$ cat config.mk
export PLATFORM = sky130hd
export DESIGN_NAME = rs_issue_queue
export DESIGN_NICKNAME = d
export VERILOG_FILES = /design/src/rtl/rs_issue_queue.sv
export SDC_FILE = /design/constraint.sdc
export NUM_CORES = 1
export LEC_CHECK = 0
export CORE_UTILIZATION = 43
export DETAILED_ROUTE_END_ITERATION = 8
export SLEW_MARGIN = 20
export SYNTH_ARGS = -nofsm -noshare
export SYNTH_HDL_FRONTEND = slang
export SYNTH_SLANG_ARGS = --single-unit
export TNS_END_PERCENT = 30
$ cat constraint.sdc
create_clock -name clk -period 2.85 [get_ports clk]
set_clock_uncertainty 0.2 [all_clocks]
set_input_delay 0.57 -clock clk [delete_from_list [all_inputs] [get_ports clk]]
set_output_delay 0.57 -clock clk [all_outputs]
set_load 0.005 [all_outputs]
$ cat src/rtl/rs_issue_queue.sv
// rs_issue_queue: reservation-station issue queue.
// Dispatched uops wait for their source tags to be woken up. One ready uop
// per cycle is issued toward register read, oldest first, chosen through an
// age matrix.
module rs_issue_queue #(
  parameter int RS_ENTRIES = 8,
  parameter int NUM_PREGS  = 128,
  parameter int NUM_WAKEUP = 2,
  parameter int OPC_W      = 6,
  localparam int PREG_W    = $clog2(NUM_PREGS),
  localparam int CNT_W     = $clog2(RS_ENTRIES) + 1
) (
  input  logic                         clk,
  input  logic                         rst_n,
  input  logic                         flush,
  input  logic                         disp_valid,
  output logic                         disp_ready,
  input  logic [PREG_W-1:0]            disp_src1_index,
  input  logic [PREG_W-1:0]            disp_src2_index,
  input  logic                         disp_src1_rdy,
  input  logic                         disp_src2_rdy,
  input  logic [PREG_W-1:0]            disp_dst_index,
  input  logic [31:0]                  disp_imm_val,
  input  logic [OPC_W-1:0]             disp_opcode,
  input  logic [NUM_WAKEUP-1:0]        wk_valid,
  input  logic [NUM_WAKEUP*PREG_W-1:0] wk_tag,
  output logic                         sel_valid,
  input  logic                         sel_ready,
  output logic [PREG_W-1:0]            sel_src1_index,
  output logic [PREG_W-1:0]            sel_src2_index,
  output logic [PREG_W-1:0]            sel_dst_index,
  output logic [31:0]                  sel_imm_val,
  output logic [OPC_W-1:0]             sel_opcode,
  output logic [CNT_W-1:0]             occupancy
);

  logic [RS_ENTRIES-1:0] r_valid;
  logic [RS_ENTRIES-1:0] r_s1rdy;
  logic [RS_ENTRIES-1:0] r_s2rdy;
  logic [PREG_W-1:0]     r_src1 [RS_ENTRIES];
  logic [PREG_W-1:0]     r_src2 [RS_ENTRIES];
  logic [PREG_W-1:0]     r_dst  [RS_ENTRIES];
  logic [31:0]           r_imm  [RS_ENTRIES];
  logic [OPC_W-1:0]      r_opc  [RS_ENTRIES];
  // r_older[j][i] = 1 means entry j was written before entry i
  logic [RS_ENTRIES-1:0] r_older [RS_ENTRIES];
  logic [CNT_W-1:0]      r_occ;

  logic [RS_ENTRIES-1:0] w_wk1, w_wk2;
  logic                  w_dwk1, w_dwk2;
  logic [RS_ENTRIES-1:0] w_req, w_blocked, w_grant, w_free_oh;
  logic                  w_accept, w_issue;

  // Tag compare of every wakeup port against stored and dispatching sources
  always_comb begin
    w_wk1  = '0;
    w_wk2  = '0;
    w_dwk1 = 1'b0;
    w_dwk2 = 1'b0;
    for (int unsigned p = 0; p < NUM_WAKEUP; p++) begin
      if (wk_valid[p]) begin
        if (wk_tag[p*PREG_W +: PREG_W] == disp_src1_index) w_dwk1 = 1'b1;
        if (wk_tag[p*PREG_W +: PREG_W] == disp_src2_index) w_dwk2 = 1'b1;
        for (int unsigned i = 0; i < RS_ENTRIES; i++) begin
          if (wk_tag[p*PREG_W +: PREG_W] == r_src1[i]) w_wk1[i] = 1'b1;
          if (wk_tag[p*PREG_W +: PREG_W] == r_src2[i]) w_wk2[i] = 1'b1;
        end
      end
    end
  end

  // Oldest-first select among requestable entries, lowest free slot finder
  always_comb begin
    w_req     = r_valid & r_s1rdy & r_s2rdy;
    w_blocked = '0;
    w_free_oh = '0;
    for (int unsigned i = 0; i < RS_ENTRIES; i++) begin
      for (int unsigned j = 0; j < RS_ENTRIES; j++) begin
        if (w_req[j] && r_older[j][i]) w_blocked[i] = 1'b1;
      end
    end
    w_grant = w_req & ~w_blocked;
    for (int unsigned i = RS_ENTRIES; i > 0; i--) begin
      if (!r_valid[i-1]) w_free_oh = RS_ENTRIES'(1) << (i-1);
    end
  end

  assign disp_ready = (r_occ != CNT_W'(RS_ENTRIES));
  assign sel_valid  = |w_req;
  assign w_accept   = disp_valid & disp_ready;
  assign w_issue    = sel_valid & sel_ready;
  assign occupancy  = r_occ;

  // One-hot grant mux; all-zero data when nothing is granted
  always_comb begin
    sel_src1_index = '0;
    sel_src2_index = '0;
    sel_dst_index  = '0;
    sel_imm_val    = '0;
    sel_opcode     = '0;
    for (int unsigned i = 0; i < RS_ENTRIES; i++) begin
      sel_src1_index = sel_src1_index | ({PREG_W{w_grant[i]}} & r_src1[i]);
      sel_src2_index = sel_src2_index | ({PREG_W{w_grant[i]}} & r_src2[i]);
      sel_dst_index  = sel_dst_index  | ({PREG_W{w_grant[i]}} & r_dst[i]);
      sel_imm_val    = sel_imm_val    | ({32{w_grant[i]}} & r_imm[i]);
      sel_opcode     = sel_opcode     | ({OPC_W{w_grant[i]}} & r_opc[i]);
    end
  end

  // Entry state, age matrix and occupancy; flush overrides all updates
  always_ff @(posedge clk or negedge rst_n) begin
    if (!rst_n) begin
      r_valid <= '0;
      r_s1rdy <= '0;
      r_s2rdy <= '0;
      r_occ   <= '0;
      for (int unsigned i = 0; i < RS_ENTRIES; i++) begin
        r_src1[i]  <= '0;
        r_src2[i]  <= '0;
        r_dst[i]   <= '0;
        r_imm[i]   <= '0;
        r_opc[i]   <= '0;
        r_older[i] <= '0;
      end
    end else if (flush) begin
      r_valid <= '0;
      r_occ   <= '0;
      for (int unsigned i = 0; i < RS_ENTRIES; i++) r_older[i] <= '0;
    end else begin
      for (int unsigned i = 0; i < RS_ENTRIES; i++) begin
        if (r_valid[i] && w_wk1[i]) r_s1rdy[i] <= 1'b1;
        if (r_valid[i] && w_wk2[i]) r_s2rdy[i] <= 1'b1;
        // The free slot is never valid, so its write cannot collide with wakeup
        if (w_accept && w_free_oh[i]) begin
          r_s1rdy[i] <= disp_src1_rdy | w_dwk1;
          r_s2rdy[i] <= disp_src2_rdy | w_dwk2;
          r_src1[i]  <= disp_src1_index;
          r_src2[i]  <= disp_src2_index;
          r_dst[i]   <= disp_dst_index;
          r_imm[i]   <= disp_imm_val;
          r_opc[i]   <= disp_opcode;
          r_older[i] <= '0;
          for (int unsigned j = 0; j < RS_ENTRIES; j++) begin
            if (j != i) r_older[j][i] <= r_valid[j];
          end
        end
      end
      r_valid <= (r_valid & ~(w_issue ? w_grant : '0)) | (w_accept ? w_free_oh : '0);
      r_occ   <= r_occ + CNT_W'(w_accept) - CNT_W'(w_issue);
    end
  end

endmodule

## Word-level counts from Yosys, hierarchy flattened

Cells that the tools add are included.

| cells by class | value |
|---|---|
| add/subtract/negate cells | 2 |
| bitwise logic cells | 87 |
| equality and inequality tests | 37 |
| mux-type cells | 217 |
| reduce and logical (&&, ||, !) cells | 165 |

Operators with widths:

| cell | number |
|---|---|
| $and 32x32->32 | 8 |
| $eq 7x7->1 | 36 |
| $or 32x32->32 | 7 |
| $mux 1 | 192 |
| $mux 8 | 23 |
| $and 7x7->7 | 24 |
| $or 7x7->7 | 21 |
| $logic_and 1x1->1 | 88 |
| $reduce_bool 3->1 | 28 |
| $mux 64 | 1 |
| $and 6x6->6 | 8 |
| $reduce_and 2->1 | 24 |
| $reduce_bool 2->1 | 24 |
| $or 6x6->6 | 7 |
| $and 8x8->8 | 4 |
| $not 8->8 | 2 |
| $or 8x8->8 | 1 |
| $reduce_or 8->1 | 1 |
| $add 4x1->4 | 1 |
| $mux 4 | 1 |
| $ne 4x4->1 const B | 1 |
| $sub 4x1->4 | 1 |
| $and 1x1->1 | 2 |
| $or 1x1->1 | 2 |
| $not 1->1 | 1 |

| storage, ports and cells | value |
|---|---|
| input port bits | 82 |
| output and inout port bits | 65 |
| register bits after elaboration | 564 |

## Logic depth before layout (Yosys ltp)

Gate-level depths: netlist of the first run.

| depth | value |
|---|---|
| depth in word-level cells | 21 |
| gate-level depth with buffers | 14 |
| depth with buffers taken out | 12 |

## Least setup slack after synthesis of the first run

No wires, ideal clock.

| path | value |
|---|---|
| path type | flip-flop to flip-flop |
| from | register r_valid[1] |
| to | register r_occ[2], in the netlist occupancy[2] |
| clock period less this slack | 2.894 ns |
| library setup time | 0.132 ns |
| required time | 2.518 ns |
| stages on the path, launching flop included | 14 |
| setup slack | -0.044 ns |
| arrival | 2.562 ns |
| cell sequence | dfrtp_1 > buf_2 > and3_1 > buf_2 > nor4_1 > nand2_1 > and2_1 > clkbuf_1 > ha_1 > inv_1 > ha_1 > fa_1 > xnor2_1 > nor2_1 |

| between the ends | value |
|---|---|
| longest elaborated chain between the ends | 6 |

Ends and longest elaborated chain:

| item | RTL line | text |
|---|---|---|
| start, declared | 37 | `logic [RS_ENTRIES-1:0] r_valid;` |
| start signal, assigned | 148 | `r_valid <= (r_valid & ~(w_issue ? w_grant : '0)) \| (w_accept ? w_free_oh : '0);` |
| $and 8x8->8 (2 in series) | 74 | `w_req = r_valid & r_s1rdy & r_s2rdy;` |
| $reduce_or 8->1 | 89 | `assign sel_valid = \|w_req;` |
| via sel_valid | 27 | `output logic sel_valid,` |
| $and 1x1->1 | 91 | `assign w_issue = sel_valid & sel_ready;` |
| $sub 4x1->4 | 149 | `r_occ <= r_occ + CNT_W'(w_accept) - CNT_W'(w_issue);` |
| $mux 4 | 125 | `end else if (flush) begin` |
| end signal, assigned | 149 |  |
| end, declared | 47 | `logic [CNT_W-1:0] r_occ;` |

The timed path passes the listed nets, and every way through them passes these cells.
A chain may end at the register's enable or synchronous reset.

## Worst setup path in the final report of the first run

| path | value |
|---|---|
| from | register r_valid[1] |
| to | output sel_dst_index[6] |

| between the ends | value |
|---|---|
| longest elaborated chain between the ends | 20 |

Ends and longest elaborated chain:

| item | RTL line | text |
|---|---|---|
| $and 8x8->8 (*) (2 in series) | 74 |  |
| $logic_and 1x1->1 | 79 | `if (w_req[j] && r_older[j][i]) w_blocked[i] = 1'b1;` |
| $mux 1 (7 in series) | 79 |  |
| $not 8->8 | 82 | `w_grant = w_req & ~w_blocked;` |
| $and 8x8->8 (*) | 82 |  |
| $and 7x7->7 | 104 | `sel_dst_index = sel_dst_index \| ({PREG_W{w_grant[i]}} & r_dst[i]);` |
| $or 7x7->7 (6 in series) | 104 |  |
| $or 7x7->7 (*) | 104 |  |
| end, declared | 31 | `output logic [PREG_W-1:0] sel_dst_index,` |

Every way passes the cells marked *; elsewhere a longest branch is shown, timed or not.

==> impl_metrics.ini, run 1 <==
[sta]
holdWs_ns = 0.134
period_needed_ns = 3.70
tightest_slew_ns = 0.536
fmax_mhz = 270
hold_violations = 0
setup_viol = 60
slew_violations = 0
relSlewSlack = 0.642
rsz0062_at_grt = yes
fin_crit_sh = 1.30
layout_setup_ws_ns = -0.851

[placement]
hpwlAfterDp_um = 57200
port-buffer-count = 146
numPlacedInstances = 3354
gp_congestion = 0.930
placed_cell_area_um2 = 31700

[global_route]
grt_antenna_before_repair = 4
grt_max_degree = 63
grtUsageMet1 = 0.372
grtUsageTotal = 0.281
use_met3 = 0.0506
busiest_layer = met2
grt_pass1_wl_um = 136000
grt_overflow = 0
grt_util_met2 = 0.459
grt_pass1_vias = 21729

[logic_synthesis]
netlist_area_um2 = 27100
synth.net_count = 2380
yosysSeqAreaShare = 0.513
synthCells = 2292
ys_warn_count = 0
synth_edf_count = 0
ys.flop_type = dfrtp_1
synth_area_leaders = dfrtp_1 51%, mux2_2 16%, xnor2_1 4.3%
synth_top_area_share = 0.513
ys_seq_elements = 556
yosysTopAreaCell = dfrtp_1
yosysUniqueCellTypes = 56
synth.avg_cell_area_um2 = 11.8
synthArstFlopShare = 1.00

[detailed_routing]
avgRoutedWirePerCell_um = 25.3
firstDrtPassIters = 5
postRouteAntennaNets = 0
drt-total-wl_um = 89100
vias = 20686
via_per_inst = 5.87
dr.first_iter.drc_count = 1672
drc = 0

[critical_path]
cp_slowest_stage_delay_ns = 0.37
cpLargestDelayFamily = buffers and inverters
crit_type = reg -> out
cp.buffers_inverters = 6
ff2ff_path_depth = 10
critPathMaxFanout = 6
start_kind = flop
ff2ff_setup_slack_ns = 0.03
critPathArrivalTime_ns = 2.93
r2r_start = r_s2rdy[3]
cp_cell_sequence = and3_4, buf_6, a22o_1, a2111oi_4, buf_4, buf_12, buf_8, buf_12, a22o_1, a221oi_2, nand3_1, clkbuf_2
critPathSlowestCell = dfrtp_1
rr_endpoint = occupancy[1]
required_ns = 2.08
end_kind = output pin

[clocking]
clock_path_buffers = 3
cts-root-buf = clkbuf_16
cts.sinks = 556
cts_tree = yes
h-tree-depth = 2
clk_pin_slew_worst_paths_ns = 0.06
numCtsBuffers = 60
clock_latency_ns = 0.63

[die]
dieArea_um2 = 64100
die-height_um = 253
die_w_um = 253
start_util = 0.437
io_pins = 147
core-area_um2 = 62100
rows = 91

[hold_path]
hp-class = in -> reg
worstHoldStart = flush
min_path_cells = 2
min_to = r_older[11]

[finish]
fin_nets = 2727
fin_area_um2 = 35100
final_common_cell = dfrtp_1
post_layout_nonfiller_instances = 3525
num_antenna_cells = 0
layout_common_cells = 556 x dfrtp_1, 388 x mux2_2, 232 x nand2_1, 183 x buf_4, 133 x xnor2_1
syn_to_final_growth_pct = 29.4
drive_gt1_frac = 0.375

[power]
p_leak_nw = 16.4
p_total_mw = 22.9
p_per_area_nw_per_um2 = 654
vdd_drop_max_v = 0.000561

[outcome]
violations = setup timing
status = finished, violations left

[run]
cap_viol_max_count = 0
per-layer routing:
metal	wire [um]	share of wire
met1	37600	0.42
met2	42600	0.48
met3	5790	0.065
met4	3060	0.034
met5	45	0.00050
cell usage after synthesis, types with 5 or more instances:
| cell | n |
|---|---|
| a21o_1 | 13 |
| o21ai_0 | 11 |
| inv_1 | 9 |
| ha_1 | 5 |
| buf_2 | 106 |
| nor2_1 | 45 |
| xnor2_1 | 133 |
| mux2i_1 | 5 |
| buf_4 | 25 |
| dfrtp_1 | 556 |
| buf_6 | 12 |
| clkbuf_1 | 38 |
| nor3_1 | 10 |
| mux2_2 | 388 |
| nand2_1 | 232 |
| a22oi_1 | 124 |
| nand4_1 | 70 |
| nand3_1 | 86 |
| nor4_1 | 22 |
| a221oi_2 | 6 |
| a221oi_1 | 57 |
| mux2_1 | 25 |
| a21oi_1 | 61 |
| xor2_1 | 121 |
| a22o_1 | 66 |
| and3_1 | 9 |
repair_timing:
| item | in CTS | in global routing |
|---|---|---|
| pin swaps | 32 | 66 |
| buffers inserted | 30 | 30 |
| resized for setup | 218 | 162 |
| endpoints found under the setup margin | 64 | 105 |
| hold endpoints to repair | 39 | 0 |
| gates cloned | 12 | 0 |
| hold buffers | 1 | 0 |
power by group:
group          total [mW]  internal [mW]  switching (mW)
registers            10.1           9.08            1.06
clock network        8.27           4.90            3.37
logic                4.53           2.48            2.05
flip-flops by register name, summed over array words and instances (netlist names):
name and count:
r_opc 48, r_imm 256, r_src2 56, r_src1 56, r_older 56, r_valid 8
r_s2rdy 8, occupancy 4, r_dst 56, r_s1rdy 8
metrics by stage:
| step | setup TNS (ns) | setup WS [ns] | utilization |
|---|---|---|---|
| after floorplan | 0 | 0.00659 | - |
| after global placement | -93.49 | -0.529 | 0.510 |
| after detailed placement | -92.13 | -0.575 | 0.510 |
| after CTS | -48.84 | -1.08 | 0.560 |
| after global routing | -45.84 | -0.927 | 0.566 |
| final | -40.25 | -0.851 | 0.566 |
how the worst max path moves through the flow:
stage | startpoint | end | slack, ns | cells past startpoint
final | r_valid[1] | sel_dst_index[6] | -0.85 | 12
after detailed placement | r_s2rdy[4] | sel_dst_index[6] | -0.57 | 9
after global routing | r_s2rdy[3] | sel_dst_index[6] | -0.93 | 12
after floorplan | r_valid[3] | occupancy[1] | 0.007 | 12
after global placement | r_s2rdy[4] | sel_dst_index[6] | -0.53 | 9
after CTS | r_s2rdy[4] | sel_src1_index[4] | -1.08 | 8
kinds of logic after synthesis:
logic type | share of synthesized area
compound gates | 0.101
xor+xnor | 0.0820
fa+ha+maj | 0.00305
buf+inv | 0.0389
flops | 0.513
mux | 0.173
simple gates | 0.0882
cell type report:
type | count | area, um^2
Fill cell | 5067 | 27000
Sequential cell | 556 | 13900
Multi-Input combinational cell | 1540 | 12900
Timing Repair Buffer | 472 | 5140
Clock buffer | 81 | 1730
Tap cell | 837 | 1050
Clock inverter | 30 | 375
Inverter | 9 | 33.8
Power figures use the tool's default switching activity.
==> run 2, diff against run 1 <==
--- a/config.mk
+++ b/config.mk
@@ -5,6 +5,7 @@
 export SDC_FILE = /design/constraint.sdc
 export NUM_CORES = 1
 export LEC_CHECK = 0
+export ABC_AREA = 1
 export CORE_UTILIZATION = 43
 export DETAILED_ROUTE_END_ITERATION = 8
 export SLEW_MARGIN = 20
==> impl_metrics.ini, run 2 <==
[critical_path]
critPathArrivalTime_ns = 2.66
end_kind = output pin
critPathMaxFanout = 7
critPathSlowestCell = dfrtp_1
path_common_cell = buf_6
start_kind = flop
crit_type = reg -> out
cp_slowest_stage_delay_ns = 0.37
cpLargestDelayFamily = buffers and inverters
cp_cell_sequence = nand3_2, buf_6, buf_6, a21o_1, nor2_4, buf_12, buf_6, buf_8, buf_4, nand3_1, nand2_1, nor2_1, nand2_1, clkbuf_2
cp.buffers_inverters = 7
required_ns = 2.08

[finish]
fin_nets = 4411
layout_common_cells = 1338 x nand2_1, 556 x dfrtp_1, 508 x nand3_1, 401 x o21ai_0, 251 x inv_1
fin_util = 0.569
largest_register_ffs = 256
final_common_cell = nand2_1
syn_to_final_growth_pct = 30.6
num_antenna_cells = 0
largest-register = r_imm
post_layout_nonfiller_instances = 5248
drive_gt1_frac = 0.179

[logic_synthesis]
yosysMostFrequentCell = nand2_1
ys_seq_elements = 556
yosysUniqueCellTypes = 36
ys.flop_type = dfrtp_1
netlist_area_um2 = 29400
synth_top_area_share = 0.474
synth_edf_count = 0
synth_area_leaders = dfrtp_1 47%, nand2_1 18%, nand3_1 9.5%
yosysTopAreaCell = dfrtp_1
synth_commonest_cells = 1383 x nand2_1, 558 x nand3_1, 556 x dfrtp_1, 409 x o21ai_0, 254 x inv_1
synthCells = 3995
synth.net_count = 4083
synth.avg_cell_area_um2 = 7.35
synthArstFlopShare = 1.00
yosysSeqAreaShare = 0.474
ys_warn_count = 0

[die]
start_util = 0.436
die_w_um = 263
dieArea_um2 = 69400
die-height_um = 263
rows = 95
io_pins = 147
core-area_um2 = 67400

[detailed_routing]
via_per_inst = 5.61
avgRoutedWirePerCell_um = 21.8
dr.first_iter.drc_count = 3354
vias = 29454
firstDrtPassIters = 6
postRouteAntennaNets = 0
drc = 0
drt-total-wl_um = 114000

[sta]
fin_crit_sh = 1.20
period_needed_ns = 3.43
relSlewSlack = 0.487
slew_violations = 0
setup_viol = 59
tightest_slew_ns = 0.769
fmax_mhz = 292
layout_setup_ws_ns = -0.577
hold_violations = 0
rsz0062_at_grt = yes

[clocking]
cts.sinks = 556
cts_tree = yes
clock_latency_ns = 0.64
h-tree-depth = 2
clk_pin_slew_worst_paths_ns = 0.06
cts-root-buf = clkbuf_16
clock_path_buffers = 3
numCtsBuffers = 60

[power]
pwr-share-seq = 0.444
p_total_mw = 22.7
internal_power_mw = 16.0
swShare = 0.294
p_per_area_nw_per_um2 = 591
power_frac_clock = 0.384
switching_power_mw = 6.67
p_leak_nw = 18.9
vdd_drop_max_v = 0.000549
combinationalPowerShare = 0.173

[global_route]
grt_pass1_wl_um = 168000
grt_max_degree = 97
grt_antenna_before_repair = 0
grt_pass1_vias = 27740
grtUsageTotal = 0.314
grt_overflow = 0

[outcome]
violations = setup timing
status = finished, violations left

[hold_path]
hp-class = in -> async

[placement]
numPlacedInstances = 5038
port-buffer-count = 146
hpwlAfterDp_um = 70300
gp_congestion = 0.945

[run]
cap_viol_max_count = 0
## run 2: changes by cell type in the layout (fill, tap and decap cells not counted), moves of 76 or more
cell / before / now
nand2_1: 232 / 1338
nand3_1: 70 / 508
o21ai_0: 11 / 401
mux2_2: 388 / 0
inv_1: 8 / 251
nor2_1: 40 / 185
xor2_1: 121 / 2
a22oi_1: 105 / 0
xnor2_1: 133 / 50
o21ai_1: 0 / 76
## run 2: cell type report
class | count | area [um^2]
clock buffer | 85 | 1790
timing repair buffer | 520 | 5930
tap | 873 | 1090
inverter | 264 | 996
sequential | 556 | 13900
fill | 6245 | 29000
clock inverter | 29 | 433
multi-input combinational | 2921 | 14200
## run 2: stage by stage
step | instance area (um^2) | setup WS (ns) | hold slack [ns] | TNS (ns)
after floorplan | 29400 | 0.219 | 0.0744 | 0
after global placement | 34100 | -0.220 | 0.262 | -10.68
after detailed placement | 34100 | -0.214 | 0.265 | -9.93
after CTS | 37300 | -0.825 | 0.167 | -36.62
after global routing | 38300 | -0.642 | 0.194 | -33.24
final | 38300 | -0.577 | 0.181 | -27.39
## run 2: final timing paths
check                           start         endpoint  slack [ns]  depth (start not counted)
setup / recovery           r_valid[4]  sel_imm_val[22]       -0.58                         14
hold / removal                  rst_n        r_imm[19]        0.18                          2
setup reg to reg           r_s2rdy[1]     occupancy[2]        0.08                         14
hold reg to reg              r_dst[4]         r_dst[4]        0.28                          2
max in group asynchronous       rst_n       r_src1[16]        1.31                          4
min in group clk             r_dst[4]         r_dst[4]        0.28                          2
## run 2: power groups by stage
stage | Combinational [mW] | Clock, mW | Sequential [mW]
after detailed placement | 3.75 | 0 | 10.1
after global placement | 3.68 | 0 | 10.1
after global routing | 4.40 | 9.12 | 10.2
after floorplan | 2.21 | 0 | 9.83
final | 3.91 | 8.69 | 10.1
after CTS | 3.86 | 8.80 | 9.99
## run 2: logic make-up (layout without fill, tap and decap cells)
| family | after synthesis | count (layout) | share of synthesized area |
|---|---|---|---|
| xor gates and xnor gates | 53 | 53 | 0.0158 |
| adders and majority gates | 6 | 6 | 0.00281 |
| buffers and inverters | 518 | 898 | 0.0743 |
| and+or+nand+nor | 2242 | 2242 | 0.318 |
| AOI/OAI and AO/OA | 620 | 620 | 0.115 |
| DFF | 556 | 556 | 0.474 |
## run 2: repair_timing
| item | in CTS | in global routing |
|---|---|---|
| setup buffers | 27 | 46 |
| hold buffers | 1 | 0 |
| hold endpoints to repair | 100 | 0 |
| setup endpoints to repair | 61 | 63 |
| gates cloned | 10 | 15 |
| pin swaps | 27 | 127 |
| resized for setup | 183 | 241 |
## run 2: layer usage
| layer | routed length (um) | part of all wire | global-route usage |
|---|---|---|---|
| met5 | 0 | 0 | 0 |
| met2 | 51900 | 0.45 | 0.496 |
| met1 | 48500 | 0.42 | 0.443 |
| met3 | 9310 | 0.081 | 0.0416 |
| met4 | 4530 | 0.040 | 0.112 |
==> run 3, diff against run 2 <==
--- a/config.mk
+++ b/config.mk
@@ -6,6 +6,7 @@
 export NUM_CORES = 1
 export LEC_CHECK = 0
 export ABC_AREA = 1
+export CAP_MARGIN = 25
 export CORE_UTILIZATION = 43
 export DETAILED_ROUTE_END_ITERATION = 8
 export SLEW_MARGIN = 20
==> results of run 3 <==
Final layout, timing and power as in run 2 (identical DEF).
